### config.mk
export PLATFORM = sky130hd
export DESIGN_NAME = zoom_nn_scaler_flat
export DESIGN_NICKNAME = d
export VERILOG_FILES = /design/src/rtl/zoom_nn_if.sv /design/src/rtl/zoom_nn_scaler.sv /design/src/flat_wrapper.sv
export SDC_FILE = /design/constraint.sdc
export NUM_CORES = 1
export LEC_CHECK = 0
export CAP_MARGIN = 20
export CORE_MARGIN = 4
export CORE_UTILIZATION = 58
export DETAILED_ROUTE_END_ITERATION = 7
export GPL_TIMING_DRIVEN = 1
export PLACE_DENSITY = 0.85
export RECOVER_POWER = 50
export REMOVE_ABC_BUFFERS = 1
export SLEW_MARGIN = 10
export SYNTH_ARGS = -nofsm -noshare
export SYNTH_HDL_FRONTEND = slang
export SYNTH_SLANG_ARGS = --single-unit
### constraint.sdc
create_clock -name clk -period 3.4 [get_ports clk]
set_input_delay 0.68 -clock clk [delete_from_list [all_inputs] [get_ports clk]]
set_output_delay 0.68 -clock clk [all_outputs]
set_load 0.03 [all_outputs]
### src/rtl/zoom_nn_if.sv
// Handshake and memory-side bus of the nearest-neighbour scaler.
// master = control FSM / memories side, slave = scaler side.
interface zoom_nn_if #(
  parameter int PIX_W  = 8,
  parameter int SRC_AW = 15,
  parameter int DST_AW = 21
);
  logic              start;
  logic [1:0]        zoom_select;
  logic              zoom_out;
  logic              abort;
  logic [PIX_W-1:0]  pixel_in;
  logic [SRC_AW-1:0] rom_addr;
  logic [DST_AW-1:0] ram_addr;
  logic [PIX_W-1:0]  pixel_out;
  logic              wren;
  logic              busy;
  logic              done;

  modport master (
    output start, zoom_select, zoom_out, abort, pixel_in,
    input  rom_addr, ram_addr, pixel_out, wren, busy, done
  );

  modport slave (
    input  start, zoom_select, zoom_out, abort, pixel_in,
    output rom_addr, ram_addr, pixel_out, wren, busy, done
  );
endinterface

### src/rtl/zoom_nn_scaler.sv
// Nearest-neighbour 1x/2x/4x/8x up/down scaler from source ROM to frame RAM.
// Optional feature macro: ZOOM_NN_ABORT_EN (frame cancel via abort).
module zoom_nn_scaler #(
  parameter int SRC_W   = 160,
  parameter int SRC_H   = 120,
  parameter int PIX_W   = 8,
  parameter int SRC_AW  = 15,
  parameter int DST_AW  = 21,
  parameter int ROM_LAT = 1
) (
  input logic      clk,
  input logic      rst_n,
  zoom_nn_if.slave bus
);

  localparam int XW = $clog2(SRC_W * 8 + 1);
  localparam int YW = $clog2(SRC_H * 8 + 1);

  typedef enum logic [1:0] {IDLE, RUN, DRAIN, FINISH} state_t;

  state_t            state;
  logic [1:0]        s_q;
  logic              zo_q;
  logic [XW-1:0]     x, ow;
  logic [YW-1:0]     y, oh;
  logic [2:0]        xr, yr, rep_max;
  logic [SRC_AW-1:0] rom_q, row_base, step_x, step_row;
  logic [DST_AW-1:0] cnt;
  logic [DST_AW-1:0] adr [1:ROM_LAT];
  logic [ROM_LAT:0]  vld;
  logic [DST_AW-1:0] ram_q;
  logic [PIX_W-1:0]  pix_q;
  logic              wren_q, busy_q, done_q;
  logic              last_x, last_y;

  function automatic logic [XW-1:0] dim_w(input logic [1:0] s, input logic zo);
    return zo ? XW'(SRC_W >> s) : XW'(SRC_W << s);
  endfunction

  function automatic logic [YW-1:0] dim_h(input logic [1:0] s, input logic zo);
    return zo ? YW'(SRC_H >> s) : YW'(SRC_H << s);
  endfunction

  always_comb begin
    ow       = dim_w(s_q, zo_q);
    oh       = dim_h(s_q, zo_q);
    rep_max  = 3'((4'd1 << s_q) - 4'd1);
    step_x   = zo_q ? SRC_AW'(1 << s_q) : SRC_AW'(1);
    step_row = zo_q ? SRC_AW'(SRC_W << s_q) : SRC_AW'(SRC_W);
    last_x   = (x == ow - XW'(1));
    last_y   = (y == oh - YW'(1));
  end

  assign bus.rom_addr  = rom_q;
  assign bus.ram_addr  = ram_q;
  assign bus.pixel_out = pix_q;
  assign bus.wren      = wren_q;
  assign bus.busy      = busy_q;
  assign bus.done      = done_q;

`ifndef ZOOM_NN_ABORT_EN
  logic abort_unused;
  assign abort_unused = bus.abort;
`endif

  always_ff @(posedge clk or negedge rst_n) begin
    if (!rst_n) begin
      state    <= IDLE;
      s_q      <= '0;
      zo_q     <= 1'b0;
      x        <= '0;
      y        <= '0;
      xr       <= '0;
      yr       <= '0;
      rom_q    <= '0;
      row_base <= '0;
      cnt      <= '0;
      vld      <= '0;
      ram_q    <= '0;
      pix_q    <= '0;
      wren_q   <= 1'b0;
      busy_q   <= 1'b0;
      done_q   <= 1'b0;
      for (int unsigned j = 1; j <= ROM_LAT; j++) adr[j] <= '0;
    end else begin
      // Bit 0 is re-driven below when a pixel is issued this cycle.
      vld    <= {vld[ROM_LAT-1:0], 1'b0};
      adr[1] <= cnt;
      for (int unsigned j = 2; j <= ROM_LAT; j++) adr[j] <= adr[j-1];
      wren_q <= vld[ROM_LAT];
      if (vld[ROM_LAT]) begin
        ram_q <= adr[ROM_LAT];
        pix_q <= bus.pixel_in;
      end
      done_q <= 1'b0;

      case (state)
        IDLE: begin
          if (bus.start) begin
            s_q      <= bus.zoom_select;
            zo_q     <= bus.zoom_out;
            x        <= '0;
            y        <= '0;
            xr       <= '0;
            yr       <= '0;
            cnt      <= '0;
            rom_q    <= '0;
            row_base <= '0;
            busy_q   <= 1'b1;
            if (dim_w(bus.zoom_select, bus.zoom_out) == '0 ||
                dim_h(bus.zoom_select, bus.zoom_out) == '0) begin
              state <= DRAIN;
            end else begin
              state  <= RUN;
              vld[0] <= 1'b1;
            end
          end
        end

        RUN: begin
          if (last_x && last_y) begin
            state <= DRAIN;
          end else begin
            vld[0] <= 1'b1;
            cnt    <= cnt + DST_AW'(1);
            // Replication sub-counters stand in for x>>s / y>>s; in downscale every step advances.
            if (last_x) begin
              x  <= '0;
              xr <= '0;
              y  <= y + YW'(1);
              if (zo_q || yr == rep_max) begin
                yr       <= '0;
                row_base <= row_base + step_row;
                rom_q    <= row_base + step_row;
              end else begin
                yr    <= yr + 3'd1;
                rom_q <= row_base;
              end
            end else begin
              x <= x + XW'(1);
              if (zo_q || xr == rep_max) begin
                xr    <= '0;
                rom_q <= rom_q + step_x;
              end else begin
                xr <= xr + 3'd1;
              end
            end
          end
        end

        DRAIN: begin
          if (vld == '0) begin
            state  <= FINISH;
            busy_q <= 1'b0;
            done_q <= 1'b1;
          end
        end

        FINISH: state <= IDLE;

        default: state <= IDLE;
      endcase

`ifdef ZOOM_NN_ABORT_EN
      if (bus.abort && (state == RUN || state == DRAIN)) begin
        vld    <= '0;
        wren_q <= 1'b0;
        busy_q <= 1'b0;
        done_q <= 1'b0;
        state  <= IDLE;
      end
`endif
    end
  end

endmodule

### src/flat_wrapper.sv
// flat-port wrapper written by rule: the top's interface ports become plain ports
module zoom_nn_scaler_flat 
#(
  parameter int SRC_W   = 160,
  parameter int SRC_H   = 120,
  parameter int PIX_W   = 8,
  parameter int SRC_AW  = 15,
  parameter int DST_AW  = 21,
  parameter int ROM_LAT = 1
)
  (clk, rst_n, bus_start, bus_zoom_select, bus_zoom_out, bus_abort, bus_pixel_in, bus_rom_addr, bus_ram_addr, bus_pixel_out, bus_wren, bus_busy, bus_done);
  zoom_nn_if #(.PIX_W(PIX_W), .SRC_AW(SRC_AW), .DST_AW(DST_AW)) bus_i ();
  input logic clk;
  input logic rst_n;
  input wire logic [$bits(bus_i.start)-1:0] bus_start;
  input wire logic [$bits(bus_i.zoom_select)-1:0] bus_zoom_select;
  input wire logic [$bits(bus_i.zoom_out)-1:0] bus_zoom_out;
  input wire logic [$bits(bus_i.abort)-1:0] bus_abort;
  input wire logic [$bits(bus_i.pixel_in)-1:0] bus_pixel_in;
  output wire logic [$bits(bus_i.rom_addr)-1:0] bus_rom_addr;
  output wire logic [$bits(bus_i.ram_addr)-1:0] bus_ram_addr;
  output wire logic [$bits(bus_i.pixel_out)-1:0] bus_pixel_out;
  output wire logic [$bits(bus_i.wren)-1:0] bus_wren;
  output wire logic [$bits(bus_i.busy)-1:0] bus_busy;
  output wire logic [$bits(bus_i.done)-1:0] bus_done;
  assign bus_i.start = bus_start;
  assign bus_i.zoom_select = bus_zoom_select;
  assign bus_i.zoom_out = bus_zoom_out;
  assign bus_i.abort = bus_abort;
  assign bus_i.pixel_in = bus_pixel_in;
  assign bus_rom_addr = bus_i.rom_addr;
  assign bus_ram_addr = bus_i.ram_addr;
  assign bus_pixel_out = bus_i.pixel_out;
  assign bus_wren = bus_i.wren;
  assign bus_busy = bus_i.busy;
  assign bus_done = bus_i.done;
  zoom_nn_scaler #(.SRC_W(SRC_W), .SRC_H(SRC_H), .PIX_W(PIX_W), .SRC_AW(SRC_AW), .DST_AW(DST_AW), .ROM_LAT(ROM_LAT)) u_core (.clk(clk), .rst_n(rst_n), .bus(bus_i));
endmodule
After elaboration in Yosys (flattened, before gate mapping)
Index checks and enable logic that the tools add are counted.
{ "classes": {"muxes": 49, "eq_ne": 13, "n_addsub": 10, "shifts": 10, "reduce_logical": 16} }
{ "op_table": {"columns": ["operator", "count"], "rows": [
  ["$mux 15", 9],
  ["$pmux 15 s2", 2],
  ["$mux 11", 5],
  ["$mux 10", 5],
  ["$mux 21", 2],
  ["$pmux 21 s2", 1],
  ["$add 15x15->15", 2],
  ["$pmux 11 s2", 1],
  ["$shr 8x2->11 const A", 2],
  ["$add 21x1->21 const B", 1],
  ["$mux 3", 7],
  ["$pmux 10 s2", 1],
  ["$shl 7x2->10 const A", 2],
  ["$shr 7x2->10 const A", 2],
  ["$shl 1x2->15 const A", 1],
  ["$shl 8x2->15 const A", 1],
  ["$pmux 3 s2", 2],
  ["$add 11x1->11 const B", 1],
  ["$eq 11x11->1", 1],
  ["$logic_not 11->1", 1],
  ["$shl 8x2->11 const A", 1],
  ["$sub 11x1->11 const B", 1],
  ["$add 10x1->10 const B", 1],
  ["$eq 10x10->1", 1],
  ["22 further kinds", 45]
]} }
{ "word_totals": {"wordCells": 115, "out_inout_bits": 47, "register_bits": 138} }

Logic depth before layout (Yosys ltp)
{ "depth": {"depth_word": 8, "mapped_depth": 14, "depth_no_buf": 12} }

Worst setup path before layout
Ideal clock, no wire load.
{ "synth_path": {"path_type": "reg-to-reg", "startpoint": "register u_core.s_q[1]", "endpoint": "register u_core.rom_q[7], in the netlist u_core.bus.rom_addr[7]", "setup_ns": 0.122, "slack_ns": 0.393, "arrival_time_ns": 2.885, "required_ns": 3.278, "period_less_slack_ns": 3.007, "path_buffers": 4, "stages_incl_launch_ff": 14, "path_cell_list": "dfrtp_1 -> buf_4 -> buf_2 -> nand2_1 -> ha_1 -> maj3_2 -> nor3_1 -> o2111ai_1 -> or2_1 -> clkbuf_1 -> nand3_1 -> buf_2 -> nand3_1 -> a32o_1"} }
{ "synth_between": {"elab_chain_cells": 8, "elab_cells_between_ends": 30, "cone_classes": "add/sub (5); eq/ne (6); shift (6); mux (9); reduce/logical (4)"} }
{ "synth_lines": {"columns": ["item", "line_no", "rtl"], "rows": [
  ["start: declaration", "zoom_nn_scaler.sv:22", "logic [1:0] s_q;"],
  ["start signal: assignment", "zoom_nn_scaler.sv:100", "s_q <= bus.zoom_select;"],
  ["parallel branches: the longest is 8 deep, another holds $sub 11x1->11", null, null],
  ["end signal: assignment", "zoom_nn_scaler.sv:134", "rom_q <= row_base + step_row;"],
  ["end signal: assignment", "zoom_nn_scaler.sv:137", "rom_q <= row_base;"],
  ["end signal: assignment", "zoom_nn_scaler.sv:143", "rom_q <= rom_q + step_x;"],
  ["end: declaration", "zoom_nn_scaler.sv:27", "logic [SRC_AW-1:0] rom_q, row_base, step_x, step_row;"]
]} }
Parallel ways; which one is timed is not known. The select of a mux whose other input is x is not followed.
A chain may end at the register's enable or synchronous reset.

Worst setup path after layout
{ "layout_path": {"startpoint": "register u_core.s_q[0]", "endpoint": "register u_core.state[1]"} }
{ "layout_between": {"elab_chain_cells": 7, "elab_cells_between_ends": 13, "cone_classes": "add/sub (2); eq/ne (3); shift (4); mux (2); reduce/logical (2)"} }
{ "layout_lines": {"columns": ["item", "line_no", "rtl"], "rows": [
  ["$shl 8x2->15 (tied with other cells)", "zoom_nn_scaler.sv:37", "return zo ? XW'(SRC_W >> s) : XW'(SRC_W << s);"],
  ["$mux 11 / $mux 10 (equally long branches)", "zoom_nn_scaler.sv:37, zoom_nn_scaler.sv:41", null],
  ["$sub 11x1->11 / $sub 10x1->10 (equally long branches)", "zoom_nn_scaler.sv:50, zoom_nn_scaler.sv:51", null],
  ["$eq 11x11->1 / $eq 10x10->1 (equally long branches)", "zoom_nn_scaler.sv:50, zoom_nn_scaler.sv:51", null],
  ["$logic_and 1x1->1 (*)", "zoom_nn_scaler.sv:121", "if (last_x && last_y) begin"],
  ["$ne 2x1->1 (no source line) (*)", null, null],
  ["$reduce_and 3->1 (no source line) (*)", null, null],
  ["end signal: assignment", "zoom_nn_scaler.sv:68", "state <= IDLE;"],
  ["end signal: assignment", "zoom_nn_scaler.sv:114", "state <= RUN;"],
  ["end signal: assignment", "zoom_nn_scaler.sv:122", "state <= DRAIN;"],
  ["end: declaration", "zoom_nn_scaler.sv:21", "state_t state;"]
]} }
Every way passes the cells marked *; elsewhere a longest branch is shown, timed or not.

==> flow_metrics.py <==
metrics = {
    "sta": {
        "tns_ps": 0,
        "worst_pin_slew_ps": 2630,
        "rsz0062_at_grt": "no",
        "timing.slew.headroom_pct": -75.3,
        "fmax_mhz": 309,
        "min_period_over_period_pct": 95.0,
        "setup_viol": 0,
        "period_minus_slack_ps": 3230,
        "hold_viol_final": 0,
        "drv_slew": 82,
        "fin_skew_ps": 11.5,
    },
    "setup_path": {
        "crit_path_start": "u_core.s_q[0]",
        "rr_endpoint": "u_core.state[1]",
        "rrSetupSlack_ps": 170,
        "r2r_start": "u_core.s_q[0]",
        "worst_setup_path_start_kind": "register",
        "cp.required_ps": 3710,
        "cp_max_fo": 17,
        "r2r_cells": 13,
        "critPathCaptureType": "register",
        "critPathKind": "register to register",
        "endpoint": "u_core.state[1]",
        "worstPathArrival_ps": 3540,
    },
    "floorplanning": {
        "rows": 40,
        "die_h_um": 119,
        "die_area_um2": 14100,
        "initial_core_util_pct": 59.3,
        "fp.dieW_um": 119,
        "io_pins": 62,
        "core_um2": 12000,
    },
    "power": {
        "p_per_area_nw_per_um2": 428,
        "p_int_mw": 2.94,
        "power_mw": 3.68,
        "p_seq_share_pct": 43.2,
        "clkPwrFrac_pct": 54.8,
        "pwr-share-comb_pct": 2.0,
        "leakagePower_nw": 3.95,
        "p_sw_mw": 0.744,
        "swShare_pct": 20.2,
        "peakVddDrop_uv": 267,
    },
    "yosys": {
        "synth-main-ff-cell": "dfrtp_1",
        "ys_warn_count": 0,
        "syn_avg_cell_area_um2": 9.76,
        "ys_ff_latch": 133,
        "syn-cell-area_um2": 7130,
        "async_flop_share_pct": 100,
        "ys_seq_area_share_pct": 46.7,
        "synth-edff-count": 0,
        "yosys.cell_types.count": 77,
        "synthCells": 730,
    },
    "layout": {
        "n_antenna_cell": 0,
        "fin_cells": 956,
        "drive_gt1_share_pct": 12.9,
        "design_area_um2": 8600,
        "nFillCells": 843,
        "nNetsFinal": 833,
        "multiInputGateArea_um2": 3480,
        "ff_latch_area_um2": 3330,
        "area_growth_pct": 20.7,
    },
    "run_status": {
        "status": "finished with violations",
        "violations": "max-capacitance violations, max-slew violations",
    },
    "route": {
        "drtAntennaViolNets": 0,
        "via_per_inst": 6.25,
        "vias": 5978,
        "drc": 0,
        "firstDrtPassIters": 5,
        "finalWirelength_um": 17800,
        "detail_route.wl_per_cell_um": 18.6,
        "drtIter0Drc": 418,
    },
    "cts": {
        "clockBufferDepth": 2,
        "clkLatencyLatePin_ps": 420,
        "cts_setup_buffers": 0,
        "cts.clk_slew.worst_paths_ps": 60,
        "numCtsBuffers": 17,
        "htreeDepth": 4,
        "cts-root-buf": "clkbuf_16",
        "cts_tree": "yes",
        "cts_sinks": 133,
    },
    "global_route": {
        "grt_pass1_wl_um": 29500,
        "grt_pass1_vias": 5939,
        "grt_usage_pct": 25.8,
        "grt-ovfl-total": 0,
        "grt_max_degree": 56,
        "antenna_found_initial": 0,
    },
    "run": {
        "maxCapViolations": 2,
    },
    "placement": {
        "post_dp_cell_area_um2": 7950,
        "hpwl_um": 11900,
        "placedCellCount": 924,
        "portBuffers": 60,
        "place_congestion": 0.898,
    },
    "min_path": {
        "hold_path_class": "register to register",
    },
}
==> synthesized netlist by cell type, drive strengths merged (6+ instances only) <==
cell / instances / area, um2
nand2: 70 / 265
mux2: 34 / 383
nor2b: 6 / 37.5
and3: 10 / 62.6
nand3: 39 / 195
nor2: 51 / 191
a31oi: 11 / 68.8
nand2b: 11 / 68.8
o31ai: 6 / 45.0
ha: 20 / 250
clkbuf: 22 / 82.6
and2: 7 / 46.3
inv: 37 / 139
o211ai: 6 / 45.0
mux2i: 6 / 60.1
xor2: 10 / 87.6
buf: 18 / 105
xnor2: 25 / 219
a211oi: 9 / 72.6
dfrtp: 133 / 3330
a21oi: 40 / 204
a21o: 7 / 52.6
nand4: 21 / 131
o21ai: 41 / 213
nor3: 9 / 45.0
a31o: 8 / 70.1
==> worst min-delay path by stage <==
stage	from	depth (start not counted)	slack [ps]	to
6_report	u_core.cnt[20]	0	370	u_core.adr[20]
5_1_grt	u_core.cnt[20]	0	390	u_core.adr[20]
4_1_cts	rst_n	1	300	u_core.adr[10]
3_5_place_dp	u_core.cnt[20]	0	360	u_core.adr[20]
3_3_place_gp	u_core.cnt[20]	0	360	u_core.adr[20]
2_1_floorplan	u_core.cnt[20]	0	350	u_core.adr[20]
==> stage by stage <==
step	util, %	hold WS [ps]	setup slack [ps]
5_1_grt	71.6	388	36.6
4_1_cts	71.6	296	178
3_3_place_gp	66.2	362	336
2_1_floorplan	-	354	-424
6_report	71.6	372	169
3_5_place_dp	66.2	361	269
==> power groups by stage <==
stage | clock [mW] | sequential [mW] | combinational [mW]
global placement | 0 | 1.62 | 0.0747
detailed placement | 0 | 1.62 | 0.0770
CTS | 2.04 | 1.59 | 0.0779
floorplan | 0 | 1.63 | 0.00466
finish | 2.02 | 1.59 | 0.0745
global route | 2.11 | 1.59 | 0.0822
==> timing repair <==
action                                  4_1_cts  5_1_grt
hold buffers                                  0        0
endpoints found under the setup margin        0        5
gates resized for setup                       0        3
==> area by class of cell <==
type	count	share of cell area (%)
multi-input cells	520	40.4
flip-flops and latches	133	38.7
repair buffers	87	9.56
clock buffers	21	5.24
clock inverters	11	2.31
well taps	147	2.14
inverters	37	1.61
==> registers in the layout (all words and copies together) (netlist names), 8 cells and up <==
register	count
u_core.row_base	10
u_core.x	11
u_core.bus.rom_addr	15
u_core.cnt	21
u_core.bus.pixel_out	8
u_core.adr	21
u_core.bus.ram_addr	21
u_core.y	10
==> metal layers <==
layer | global-route usage, % | part of all wire, % | up-vias
met1 | 30.7 | 40 | 2905
met5 | 0 | 0 | -
met3 | 5.79 | 5.7 | 46
met2 | 44.9 | 52 | 259
li1 | - | - | 2768
met4 | 11.5 | 2.8 | 0
==> cells in the final DEF, fill, tap and decap left out, types with 11 or more instances in the layout <==
cell type and n:
nand4_1 21, clkdlybuf4s50_1 59, nor2_1 51, mux2_2 32
a21oi_1 39, dfrtp_1 132, o21ai_0 32, nand2b_1 11
xnor2_1 25, a31oi_1 11, nand3_1 39, clkbuf_16 17
inv_1 35, buf_4 22, nand2_1 69, ha_1 20
==> worst max-delay path, cell delays in order, from the launching register on <==
cell and delay, ps:
dfrtp_1 420, nand2_1 150, inv_2 110, nand2_1 110
ha_1 310, xnor2_1 180, o41ai_1 330, a31oi_1 90
a211o_1 340, nor4_4 280, buf_6 230, nand2b_1 200
nand3_1 140, a32o_1 230
==> logic make-up (layout without fill, tap and decap cells) <==
family                     count (synthesis)  count (layout)  share of synthesized area [%]
buffers and inverters                     77             156                           4.58
muxes                                     40              40                           6.21
and+or+nand+nor                          251             251                           17.9
xor gates and xnor gates                  35              35                           4.30
AOI/OAI and AO/OA                        171             171                           16.1
DFF                                      133             133                           46.7
adders and majority gates                 23              23                           4.23
Power figures use the tool's default switching activity.
==> RTL change: new RTL, same flow settings <==
Reset style: synchronous (`rst_n`), changed in one clocked block.
--- a/src/rtl/zoom_nn_scaler.sv
+++ b/src/rtl/zoom_nn_scaler.sv
@@ -63,7 +63,7 @@
   assign abort_unused = bus.abort;
 `endif
 
-  always_ff @(posedge clk or negedge rst_n) begin
+  always_ff @(posedge clk) begin
     if (!rst_n) begin
       state    <= IDLE;
       s_q      <= '0;
Formal check against the unedited RTL: differs if rst_n is asserted again (counterexample within 4 cycles, from zero or initial values and one cycle with rst_n low); with rst_n held inactive, the same outputs for 4 cycles.
==> RTL change against the unedited design <==
- clock skew down 0.0060 ns
- count of clock-buffer cells in the layout down 1
- synthesized cell count up 9.6%
- sequential cell count unchanged
- design area down 3.4%
- routed wire length down 3.0%
- area after synthesis down 5.3%
- setup slack worse by 0.056 ns
- critical path depth unchanged
- critical endpoint is now u_core.bus.rom_addr[3]
Power is not compared: it rests on default switching activity, and its combinational part moved more than twofold at a synthesized area within 25%.
==> RTL change: results (changes against the unedited design) <==
[clock_tree]
clockBufferDepth = 2  ; unchanged
cts_root_buffer = clkbuf_16
cts_buffers = 17  ; unchanged
clk_pin_slew_ns = 0.06  ; about the same

[global_routing]
grt_max_degree = 68  ; +21%
grt_pass1_vias = 5920  ; -0.32%
grt_pass1_wl_um = 28400  ; -3.9%
grt_usage_pct = 26.5  ; +0.62 points

[layout]
diodes = 0  ; unchanged
fill_cells = 848  ; +0.59%
nNetsFinal = 906  ; +8.8%
drive_above_1_share_pct = 13.0  ; +0.18 points

[power_and_ir_drop]
power_frac_comb_pct = 19.6
sw_frac_of_total_pct = 29.4
p_seq_share_pct = 38.2
ir_worst_vdd_uv = 389

[logic_synthesis]
synthAdderAreaFrac_pct = 4.30  ; +0.072 points
synth_seq_area_share_pct = 39.5  ; -7.2 points
yosys.area_share.xor_xnor_pct = 3.76  ; -0.54 points
synthMuxAreaShare_pct = 5.80  ; -0.41 points
synth_warnings = 0  ; unchanged
synth-compound-area-share_pct = 19.2  ; +3.0 points
netlist_top_cells_count = 133 x dfxtp_1, 96 x nor2_1, 69 x a21oi_1
synth_area_leaders = dfxtp_1 39%, mux2i_1 5.6%, nor2_1 5.3%
async_flop_share_pct = 0  ; -100 points
ys_types = 69  ; -10%
ys.flop_type = dfxtp_1

[setup_path]
path_max_fanout = 24  ; +7
slowest_stage = a221o_1
cp.arrival_ns = 3.63  ; +0.09 ns
path_delay_family = compound AO/OA/AOI/OAI gates

[route]
vias = 6282  ; +5.1%
drtPass1Iterations = 5  ; unchanged
detail_route.iter0.violations = 571  ; +37%
drt-total-wl_um = 17300  ; -3.0%

[hold_path]
hold_class = reg -> reg

[timing]
slew_headroom_pct = 24.6  ; +100 points
fin_worst_skew_ns = 0.00555  ; -0.00600 ns

[placed_design]
place_congestion = 0.894  ; -0.40%
hpwl_um = 12000  ; +1.4%
place_ws_ns = -0.189  ; -0.458 ns
dpl_cell_area_sq_mm = 0.00759  ; -4.5%

[outcome]
status = completed

[RTL change: metrics by stage]
stage	setup TNS, ns	std cells	util, %
detailed placement	-1.92	991	66.5
CTS	0	1024	71.9
global route	-0.0865	1025	72.7
floorplan	-8.80	749	-
finish	0	1025	72.7
global placement	-0.0223	991	66.5
[RTL change: per-layer routing]
| metal | track usage (%) | part of all wire [%] |
|---|---|---|
| met5 | 0 | 0 |
| met4 | 10.1 | 2.5 |
| met3 | 6.01 | 6.4 |
| met2 | 44.6 | 49 |
| met1 | 33.0 | 42 |
[RTL change: kinds of logic after synthesis]
group,after synthesis
AOI/OAI and AO/OA,193
xor gates and xnor gates,29
adders and majority gates,22
and+or+nand+nor,299
muxes,39
buffers and inverters,85
DFF,133
[RTL change: path summary, 6_finish.rpt]
check	end	start	depth (start not counted)	slack, ns
worst min register to register	u_core.bus.ram_addr[5]	u_core.adr[1][5]	2	0.47
worst max register to register	u_core.bus.rom_addr[3]	u_core.zo_q	13	0.11
worst max-delay path	u_core.bus.rom_addr[3]	u_core.zo_q	13	0.11
worst min-delay path	u_core.bus.ram_addr[5]	u_core.adr[1][5]	2	0.47
[RTL change: what timing repair did]
| action | 4_1_cts | 5_1_grt |
|---|---|---|
| endpoints found under the hold margin | 0 | 0 |
| buffers inserted | 1 | 1 |
| gates resized for setup | 4 | 21 |
| endpoints found under the setup margin | 42 | 55 |
| pin swaps | 2 | 5 |
[RTL change: area by class of cell]
type / count / area, sq um / share of cell area, %
Tap cell: 143 / 179 / 2.15
Sequential cell: 133 / 2670 / 32.1
Clock inverter: 12 / 141 / 1.70
Multi-Input combinational cell: 582 / 3790 / 45.7
Clock buffer: 20 / 467 / 5.62
Inverter: 34 / 128 / 1.54
Timing Repair Buffer: 101 / 930 / 11.2
